==> src/rtl/btb_pred.sv <==
// Direct-mapped branch target buffer with per-entry saturating direction counters.
// Lookups are registered (1-cycle latency) and read pre-edge table state; one update per cycle.
module btb_pred #(
  parameter int XLEN     = 32,
  parameter int ENTRIES  = 64,
  parameter int CTR_BITS = 2
) (
  input  logic            clk,
  input  logic            rst,
  input  logic            lookup_valid,
  input  logic [XLEN-1:0] lookup_pc,
  output logic            pred_valid,
  output logic            pred_hit,
  output logic            pred_taken,
  output logic [XLEN-1:0] pred_target,
  input  logic            upd_valid,
  input  logic [XLEN-1:0] upd_pc,
  input  logic            upd_taken,
  input  logic [XLEN-1:0] upd_target,
  input  logic            flush
);

  localparam int IDX   = $clog2(ENTRIES);
  localparam int TAG_W = XLEN - IDX - 2;

  localparam logic [CTR_BITS-1:0] CTR_MAX  = {CTR_BITS{1'b1}};
  localparam logic [CTR_BITS-1:0] CTR_WEAK = CTR_BITS'(1) << (CTR_BITS - 1);

  logic [ENTRIES-1:0]  valid_q, valid_d;
  logic [TAG_W-1:0]    tag_q [ENTRIES];
  logic [TAG_W-1:0]    tag_d [ENTRIES];
  logic [XLEN-1:0]     tgt_q [ENTRIES];
  logic [XLEN-1:0]     tgt_d [ENTRIES];
  logic [CTR_BITS-1:0] ctr_q [ENTRIES];
  logic [CTR_BITS-1:0] ctr_d [ENTRIES];

  logic            pred_valid_q, pred_valid_d;
  logic            pred_hit_q, pred_hit_d;
  logic            pred_taken_q, pred_taken_d;
  logic [XLEN-1:0] pred_target_q, pred_target_d;

  logic [IDX-1:0]   lk_idx, up_idx;
  logic [TAG_W-1:0] lk_tag, up_tag;
  logic             lk_hit, up_hit;
  logic             upd_pc_unused;

  assign lk_idx = lookup_pc[IDX+1:2];
  assign lk_tag = lookup_pc[XLEN-1:IDX+2];
  assign up_idx = upd_pc[IDX+1:2];
  assign up_tag = upd_pc[XLEN-1:IDX+2];
  assign lk_hit = valid_q[lk_idx] && (tag_q[lk_idx] == lk_tag);
  assign up_hit = valid_q[up_idx] && (tag_q[up_idx] == up_tag);
  assign upd_pc_unused = ^upd_pc[1:0];

  // Prediction is formed from the table as it stood before this edge's update.
  always_comb begin
    pred_valid_d  = lookup_valid;
    pred_hit_d    = 1'b0;
    pred_taken_d  = 1'b0;
    pred_target_d = '0;
    if (lookup_valid) begin
      pred_hit_d    = lk_hit;
      pred_taken_d  = lk_hit && ctr_q[lk_idx][CTR_BITS-1];
      pred_target_d = lk_hit ? tgt_q[lk_idx] : lookup_pc + XLEN'(4);
    end
  end

  // Flush takes priority and discards any concurrent training update.
  always_comb begin
    valid_d = valid_q;
    tag_d   = tag_q;
    tgt_d   = tgt_q;
    ctr_d   = ctr_q;
    if (flush) begin
      valid_d = '0;
    end else if (upd_valid) begin
      if (up_hit) begin
        if (upd_taken) begin
          if (ctr_q[up_idx] != CTR_MAX) ctr_d[up_idx] = ctr_q[up_idx] + CTR_BITS'(1);
          tgt_d[up_idx] = upd_target;
        end else if (ctr_q[up_idx] != '0) begin
          ctr_d[up_idx] = ctr_q[up_idx] - CTR_BITS'(1);
        end
      end else if (upd_taken) begin
        valid_d[up_idx] = 1'b1;
        tag_d[up_idx]   = up_tag;
        tgt_d[up_idx]   = upd_target;
        ctr_d[up_idx]   = CTR_WEAK;
      end
    end
  end

  always_ff @(posedge clk or negedge rst) begin
    if (!rst) begin
      valid_q       <= '0;
      for (int i = 0; i < ENTRIES; i++) ctr_q[i] <= '0;
      pred_valid_q  <= 1'b0;
      pred_hit_q    <= 1'b0;
      pred_taken_q  <= 1'b0;
      pred_target_q <= '0;
    end else begin
      valid_q       <= valid_d;
      ctr_q         <= ctr_d;
      pred_valid_q  <= pred_valid_d;
      pred_hit_q    <= pred_hit_d;
      pred_taken_q  <= pred_taken_d;
      pred_target_q <= pred_target_d;
    end
  end

  // Tags and targets are qualified by the valid bits, so they carry no reset.
  always_ff @(posedge clk) begin
    tag_q <= tag_d;
    tgt_q <= tgt_d;
  end

  assign pred_valid  = pred_valid_q;
  assign pred_hit    = pred_hit_q;
  assign pred_taken  = pred_taken_q;
  assign pred_target = pred_target_q;

endmodule
==> config.mk <==
export PLATFORM = sky130hd
export DESIGN_NAME = btb_pred
export DESIGN_NICKNAME = d
export VERILOG_FILES = /design/src/rtl/btb_pred.sv
export SDC_FILE = /design/constraint.sdc
export NUM_CORES = 2
export LEC_CHECK = 0
export ABC_AREA = 0
export BUFFER_PORTS_ARGS = -buffer_cell sky130_fd_sc_hd__buf_4
export CELL_PAD_IN_SITES_DETAIL_PLACEMENT = 0
export CELL_PAD_IN_SITES_GLOBAL_PLACEMENT = 1
export CORE_MARGIN = 10
export CORE_UTILIZATION = 52
export CTS_CLUSTER_DIAMETER = 50
export DETAILED_ROUTE_END_ITERATION = 8
export GPL_TIMING_DRIVEN = 0
export HOLD_SLACK_MARGIN = 0.02
export PLACE_DENSITY_LB_ADDON = 0.1
export SLEW_MARGIN = 20
export SYNTH_ARGS = -nofsm -noshare
export SYNTH_HDL_FRONTEND = slang
export SYNTH_SLANG_ARGS = --single-unit
==> constraint.sdc <==
create_clock -name clk -period 8.2 [get_ports clk]
set_input_delay 1.23 -clock clk [delete_from_list [all_inputs] [get_ports clk]]
set_output_delay 1.23 -clock clk [all_outputs]
set_load 0.02 [all_outputs]
# --- Word level (Yosys, flattened, before mapping) ---
# Cells that the tools add are included.
totals:
  regBits: 3811
  inputBits: 102
  out_inout_bits: 35
  word_cells: 277
classes:
  addsub: 3
  order_cmp: 6
  eq_ne: 5
  n_mux: 44
  n_bitwise: 8
  reduce_logical: 14
ops:
  columns: ["operator", "count"]
  rows:
  - ["bitwise mux 2048 bit", 1]
  - ["bitwise mux 1536 bit", 1]
  - ["2-to-1 mux 128 bit", 5]
  - ["binary-select mux 24 bit (select 6 bit)", 2]
  - ["bitwise mux 128 bit", 2]
  - ["2-to-1 mux 64 bit", 4]
  - ["binary-select mux 32 bit (select 6 bit)", 1]
  - ["demux 32 bit (select 6 bit)", 1]
  - ["2-to-1 mux 32 bit", 5]
  - ["demux 24 bit (select 6 bit)", 1]
  - ["bitwise OR 64 bit", 2]
  - ["2-to-1 mux 24 bit", 5]
  - ["bitwise AND 64 bit", 1]
  - ["inverter 64 bit", 1]
  - ["== test 24 bit", 2]
  - ["adder 32 x 3 -> 32 bit, second input constant", 1]
  - ["binary-select mux 2 bit (select 6 bit)", 2]
  - [">= comparator 7 bit, second input constant", 2]
  - ["< comparator 6 x 7 -> 1 bit, second input constant", 2]
  - ["inverter 6 -> 7 bit", 2]
  - ["binary-select mux 1 bit (select 6 bit)", 2]
  - ["demux 2 bit (select 6 bit)", 1]
  - ["2-to-1 mux 2 bit", 5]
  - ["nonzero test 2 bit", 5]
  - ["other kinds (13)", 24]

# --- Logic depth before layout (Yosys ltp) ---
logic_depth:
  ltp_word: 9
  ltp_mapped: 24
  depth_no_buf: 15

# --- Least setup slack after synthesis ---
# No wires, ideal clock.
synth_path:
  path_type: "input to register"
  startpoint: "in upd_pc[2]"
  endpoint: "reg ctr_q[60] (netlist name)"
  setup_time_ns: 0.125
  arrival_time_ns: 5.572
  slack_ns: 2.504
  cell_stages: 23
  path_cell_list: "buf_6 -> buf_4 -> nor3b_1 -> buf_2 -> buf_1 -> buf_1 -> buf_1 -> clkbuf_1 -> a22oi_1 -> nand3_1 -> a21oi_1 -> nor2_1 -> a21oi_1 -> o221ai_1 -> inv_1 -> ha_1 -> nor4b_1 -> nand3_1 -> or3_1 -> buf_4 -> buf_2 -> o32ai_2 -> mux2_2"
synth_between:
  elab_chain_cells: 9
  elab_cells_between_ends: 33
synth_lines:
  columns: ["item", "line_no", "source"]
  rows:
  - ["start: declaration", "17", "input logic [XLEN-1:0] upd_pc,"]
  - ["inverter 6 -> 7 bit (not written as such)", null, null]
  - ["binary-select mux 2 bit (select 6 bit), or another cell as far along", "79, 81, 82", null]
  - ["2-to-1 mux 2 bit (not written as such) or logical AND 1 bit (tied branches)", null, null]
  - ["2-to-1 mux 2 bit (on tied branches)", null, null]
  - ["subtractor 2 x 1 -> 2 bit, or another cell as far along", "82", "ctr_d[up_idx] = ctr_q[up_idx] - CTR_BITS'(1);"]
  - ["bitwise mux 128 bit, or another cell as far along", "82", null]
  - ["2-to-1 mux 128 bit, or another cell as far along", "81", "end else if (ctr_q[up_idx] != '0) begin"]
  - ["2-to-1 mux 128 bit (on tied branches)", "78, 84", null]
  - ["2-to-1 mux 128 bit", "77", "if (up_hit) begin"]
  - ["end signal: assignment", "103", "ctr_q <= ctr_d;"]
  - ["end: declaration", "34", "logic [CTR_BITS-1:0] ctr_q [ENTRIES];"]
# Parallel ways exist; a longest one is shown, timed or not. The select of a mux whose other input is x is not followed.
# A chain may end at the register's enable or synchronous reset.

# --- Worst setup path after layout ---
layout_path:
  startpoint: "in upd_pc[5]"
  endpoint: "reg tag_q[1206] (netlist name), enable pin"
layout_between:
  elab_chain_cells: 8
  elab_cells_between_ends: 10
layout_lines:
  columns: ["item", "line_no", "source"]
  rows:
  - ["inverter 6 -> 7 bit (not written as such)", "52", "assign up_hit = valid_q[up_idx] && (tag_q[up_idx] == up_tag);"]
  - ["binary-select mux 24 bit (select 6 bit)", "52", null]
  - ["2-to-1 mux 24 bit (not written as such) (2 in series)", "52", null]
  - ["== test 24 bit", "52", null]
  - ["logical AND 1 bit (*)", "52", null]
  - ["inverter 1 bit (no line) (*)", null, null]
  - ["AND reduction 4 bit (no line) (*)", null, null]
  - ["end signal: assignment", "113", "tag_q <= tag_d;"]
  - ["end: declaration", "30", "logic [TAG_W-1:0] tag_q [ENTRIES];"]
# Every way passes the cells marked *; elsewhere a longest branch is shown, timed or not. The select of a mux whose other input is x is not followed.

==> out/summary.txt <==
Outcome - finished with violations
Failing checks - setup timing
Post-synthesis register bit count - 3811
Via Count - 98900
H-Tree Depth - 5
Setup slack, reg-to-reg - 1.57 ns
Congestion Overflow GR - 0
Min-Delay Path Class - input pin to async pin
Fillers - 21600
Standard-cell rows - 204
CORE AREA - 309000 um2
Final ANT Viol Nets - 0
TritonCTS Buffers - 436
Die Y-Extent - 577 um
Routed len/inst - 49.7 um
Largest net degree at the start of global routing - 94
Detailed Route Iter0 Violations - 18500
Synth warn - 0
Syn_nets - 7854
Maximum vdd drop - 0.201 mV
Area growth from synthesis to layout - 17.4%
Area post-placement - 175000 um2
Slew margin rel. - 6.05%
DRC viols - 0
Delay of the slowest critical-path stage - 0.92 ns
Num Clock Sinks - 3811
Slew @ Worst Pin - 1.41 ns
Sequential area share after synthesis - 70.1%
Post-synth ARST share - 5.96%
Kind of critical path - input pin to flop
Crit path launch type - input pin
Kind of cell adding the most delay to the critical path - buffers and inverters
Clock root cell - clkbuf_16
Worst reg2reg path depth - 15
Post-synth top flop - edfxtp_1
CP Capture Type - flop
Share of cells above drive strength 1 - 35.7%
Max Cap Viol - 0
Worst-path clk slew - 0.07 ns
Vias per cell - 7.52
Antenna violations before repair - 73
Setup TNS - -59.28 ns
Count of different cell masters after synthesis - 78
First-pass GRT wire length - 863000 um
CP most frequent cell - clkbuf_2
Clock Latency Late Sink - 1.01 ns
Arrival time worst endpoint - 9.28 ns
Starting Density - 52.3%
Buffers & Inverters on Critical Path - 8
Hold_buf cts - 0
Gpl congestion - 0.957
Final Cycle Share - 105%
CP max-delay cell - xnor2_1
RSZ-0062 raised after global routing - no
I/O Pins - 137
Worst Clk Skew - 0.0618 ns
Die Area - 333000 um2
Syn_area_per_cell - 20.9 um2
Vias in the first global route - 94300
Gate Count Post-Synth - 7749
Commonest non-fill, non-tap cells in the layout - 3584 x edfxtp_1, 1335 x mux4_2, 445 x clkbuf_16
Mapped Area - 162000 um2
Final Util - 61.4%
Fin Hold WS - 0.246 ns
Worst flop-to-flop path endpoint - tag_q[270]
Final WS setup - -0.385 ns
First-pass DRT Iterations - 8
Worst EP required - 8.89 ns
Pleak - 0.0619 uW
Commonest non-fill, non-tap cell in the layout - edfxtp_1
Max clock buf depth - 4
TritonCTS clock tree - built
IO Port Bufs - 129
Max-slew violations - 0
Critical path, cell by cell - buf_4 -> clkbuf_1 -> clkbuf_2 -> nand3_1 -> clkbuf_2 -> clkbuf_2 -> o22ai_1 -> nor4_2 -> xnor2_1 -> a21oi_1 -> o2111ai_1 -> nand3b_4 -> o21ai_1 -> clkbuf_2 -> nor2_4 -> buf_12 -> buf_16
Final setup vio count - 408
Shortest period the worst path allows - 8.59 ns
PwrDens - 235 nW/um2
Max Clock Freq - 116 MHz
Setup bufs post-CTS - 0
Hold Vio Cnt, Final - 0
Nets - 8686
Die width - 577 um
Post-route cell area - 190000 um2
Total power draw - 44600 uW
Dpl hpwl - 447000 um
Final wirelength - 653000 um
RR Startpoint - tag_q[1388]
Crit Path Max Fanout - 10
Tot GR Track Use - 38.7%
Number of synthesized flops with an enable pin - 3584
==> cells by family (layout without fill, tap and decap cells) <==
group | Yosys count | in the layout | share of synthesized area, %
XOR/XNOR | 69 | 69 | 0.374
adder cells (fa/ha/maj) | 3 | 3 | 0.0232
multiplexers | 1810 | 1810 | 21.8
other | 0 | 61 | 0
AO/OA/AOI/OAI | 866 | 866 | 4.28
flip-flops | 3811 | 3811 | 70.1
AND/OR/NAND/NOR | 505 | 505 | 1.53
buffers and inverters | 685 | 1901 | 1.89
==> through the flow <==
stage	setup WS, ns	cells
floorplan	2.50	7749
global placement	-5.34	12000
detailed placement	-1.51	12300
CTS	0.0257	13100
global route	0.00204	13100
finish	-0.385	13100
==> power breakdown <==
| group | internal [uW] | switching (uW) | total, uW |
|---|---|---|---|
| Combinational | 1110 | 2190 | 3300 |
| Sequential | 21400 | 43.3 | 21400 |
| Clock | 11500 | 8390 | 19900 |
==> area by class of cell <==
class	count	area, um2	share of cell area (%)
sequential	3811	113000	59.7
multi-input combinational	3253	45800	24.2
clock buffer	517	11500	6.06
timing repair buffer	394	7260	3.82
tap	4120	5150	2.72
clock inverter	305	3140	1.66
buffer	575	2880	1.52
inverter	110	488	0.257
antenna	61	153	0.0805
==> worst max-delay path by stage <==
stage	from	to	slack [ns]	cells past startpoint
4_1_cts	upd_pc[4]	tag_q[350]	0.03	20
3_5_place_dp	upd_pc[4]	tag_q[1220]	-1.51	20
6_report	upd_pc[5]	tag_q[1206]	-0.39	17
5_1_grt	upd_pc[5]	tag_q[1205]	0.002	17
3_3_place_gp	upd_pc[7]	tag_q[224]	-5.34	14
2_1_floorplan	upd_pc[2]	ctr_q[60]	2.50	23
==> layer usage <==
metal | vias up | track usage [%] | share of wire (%)
met2 | 9135 | 58.1 | 45
met5 | - | 0 | 0.074
met4 | 52 | 26.2 | 8.8
li1 | 35200 | - | -
met3 | 2463 | 13.4 | 14
met1 | 52100 | 47.7 | 33
==> cells in the mapped netlist (10+ instances only) <==
| master | number | share of area, % |
|---|---|---|
| nor4_1 | 12 | 0.046 |
| o31ai_1 | 25 | 0.12 |
| o32a_1 | 29 | 0.18 |
| a22oi_1 | 182 | 0.85 |
| mux4_2 | 1335 | 19 |
| nand4_1 | 25 | 0.097 |
| dfrtp_1 | 227 | 3.5 |
| nand2_1 | 141 | 0.33 |
| buf_2 | 126 | 0.39 |
| buf_6 | 27 | 0.19 |
| o221ai_1 | 10 | 0.054 |
| a211oi_1 | 22 | 0.10 |
| o21ai_0 | 36 | 0.11 |
| o22ai_1 | 128 | 0.50 |
| a21oi_1 | 53 | 0.16 |
| o21ba_2 | 19 | 0.12 |
| a211oi_2 | 10 | 0.077 |
| o22a_1 | 49 | 0.27 |
| a22o_1 | 76 | 0.41 |
| a31oi_1 | 42 | 0.16 |
| buf_4 | 27 | 0.13 |
| a221o_1 | 40 | 0.25 |
| nand3_1 | 50 | 0.15 |
| a221oi_1 | 70 | 0.38 |
| nor3b_1 | 12 | 0.056 |
| mux2_4 | 44 | 0.41 |
| nor2_1 | 160 | 0.37 |
| xor2_1 | 22 | 0.12 |
| and3_1 | 11 | 0.043 |
| nand2b_1 | 22 | 0.085 |
| o32ai_2 | 30 | 0.30 |
| edfxtp_1 | 3584 | 67 |
| inv_1 | 108 | 0.25 |
| mux2_2 | 146 | 1.0 |
| clkbuf_1 | 294 | 0.68 |
| nor2b_1 | 11 | 0.043 |
| mux2i_1 | 285 | 1.8 |
| buf_1 | 99 | 0.23 |
| xnor2_1 | 47 | 0.25 |
==> what timing repair did <==
item	in CTS	in global routing
setup endpoints to repair	509	94
gates resized for setup	9	6
endpoints found under the hold margin	0	0
==> registers in the layout, summed over array words and instances, names as in the netlist <==
name	cells
pred_valid	1
pred_target	32
valid_q	64
pred_taken	1
pred_hit	1
tag_q	1536
tgt_q	2048
ctr_q	128
No activity file was read; power rests on OpenSTA's default activity.
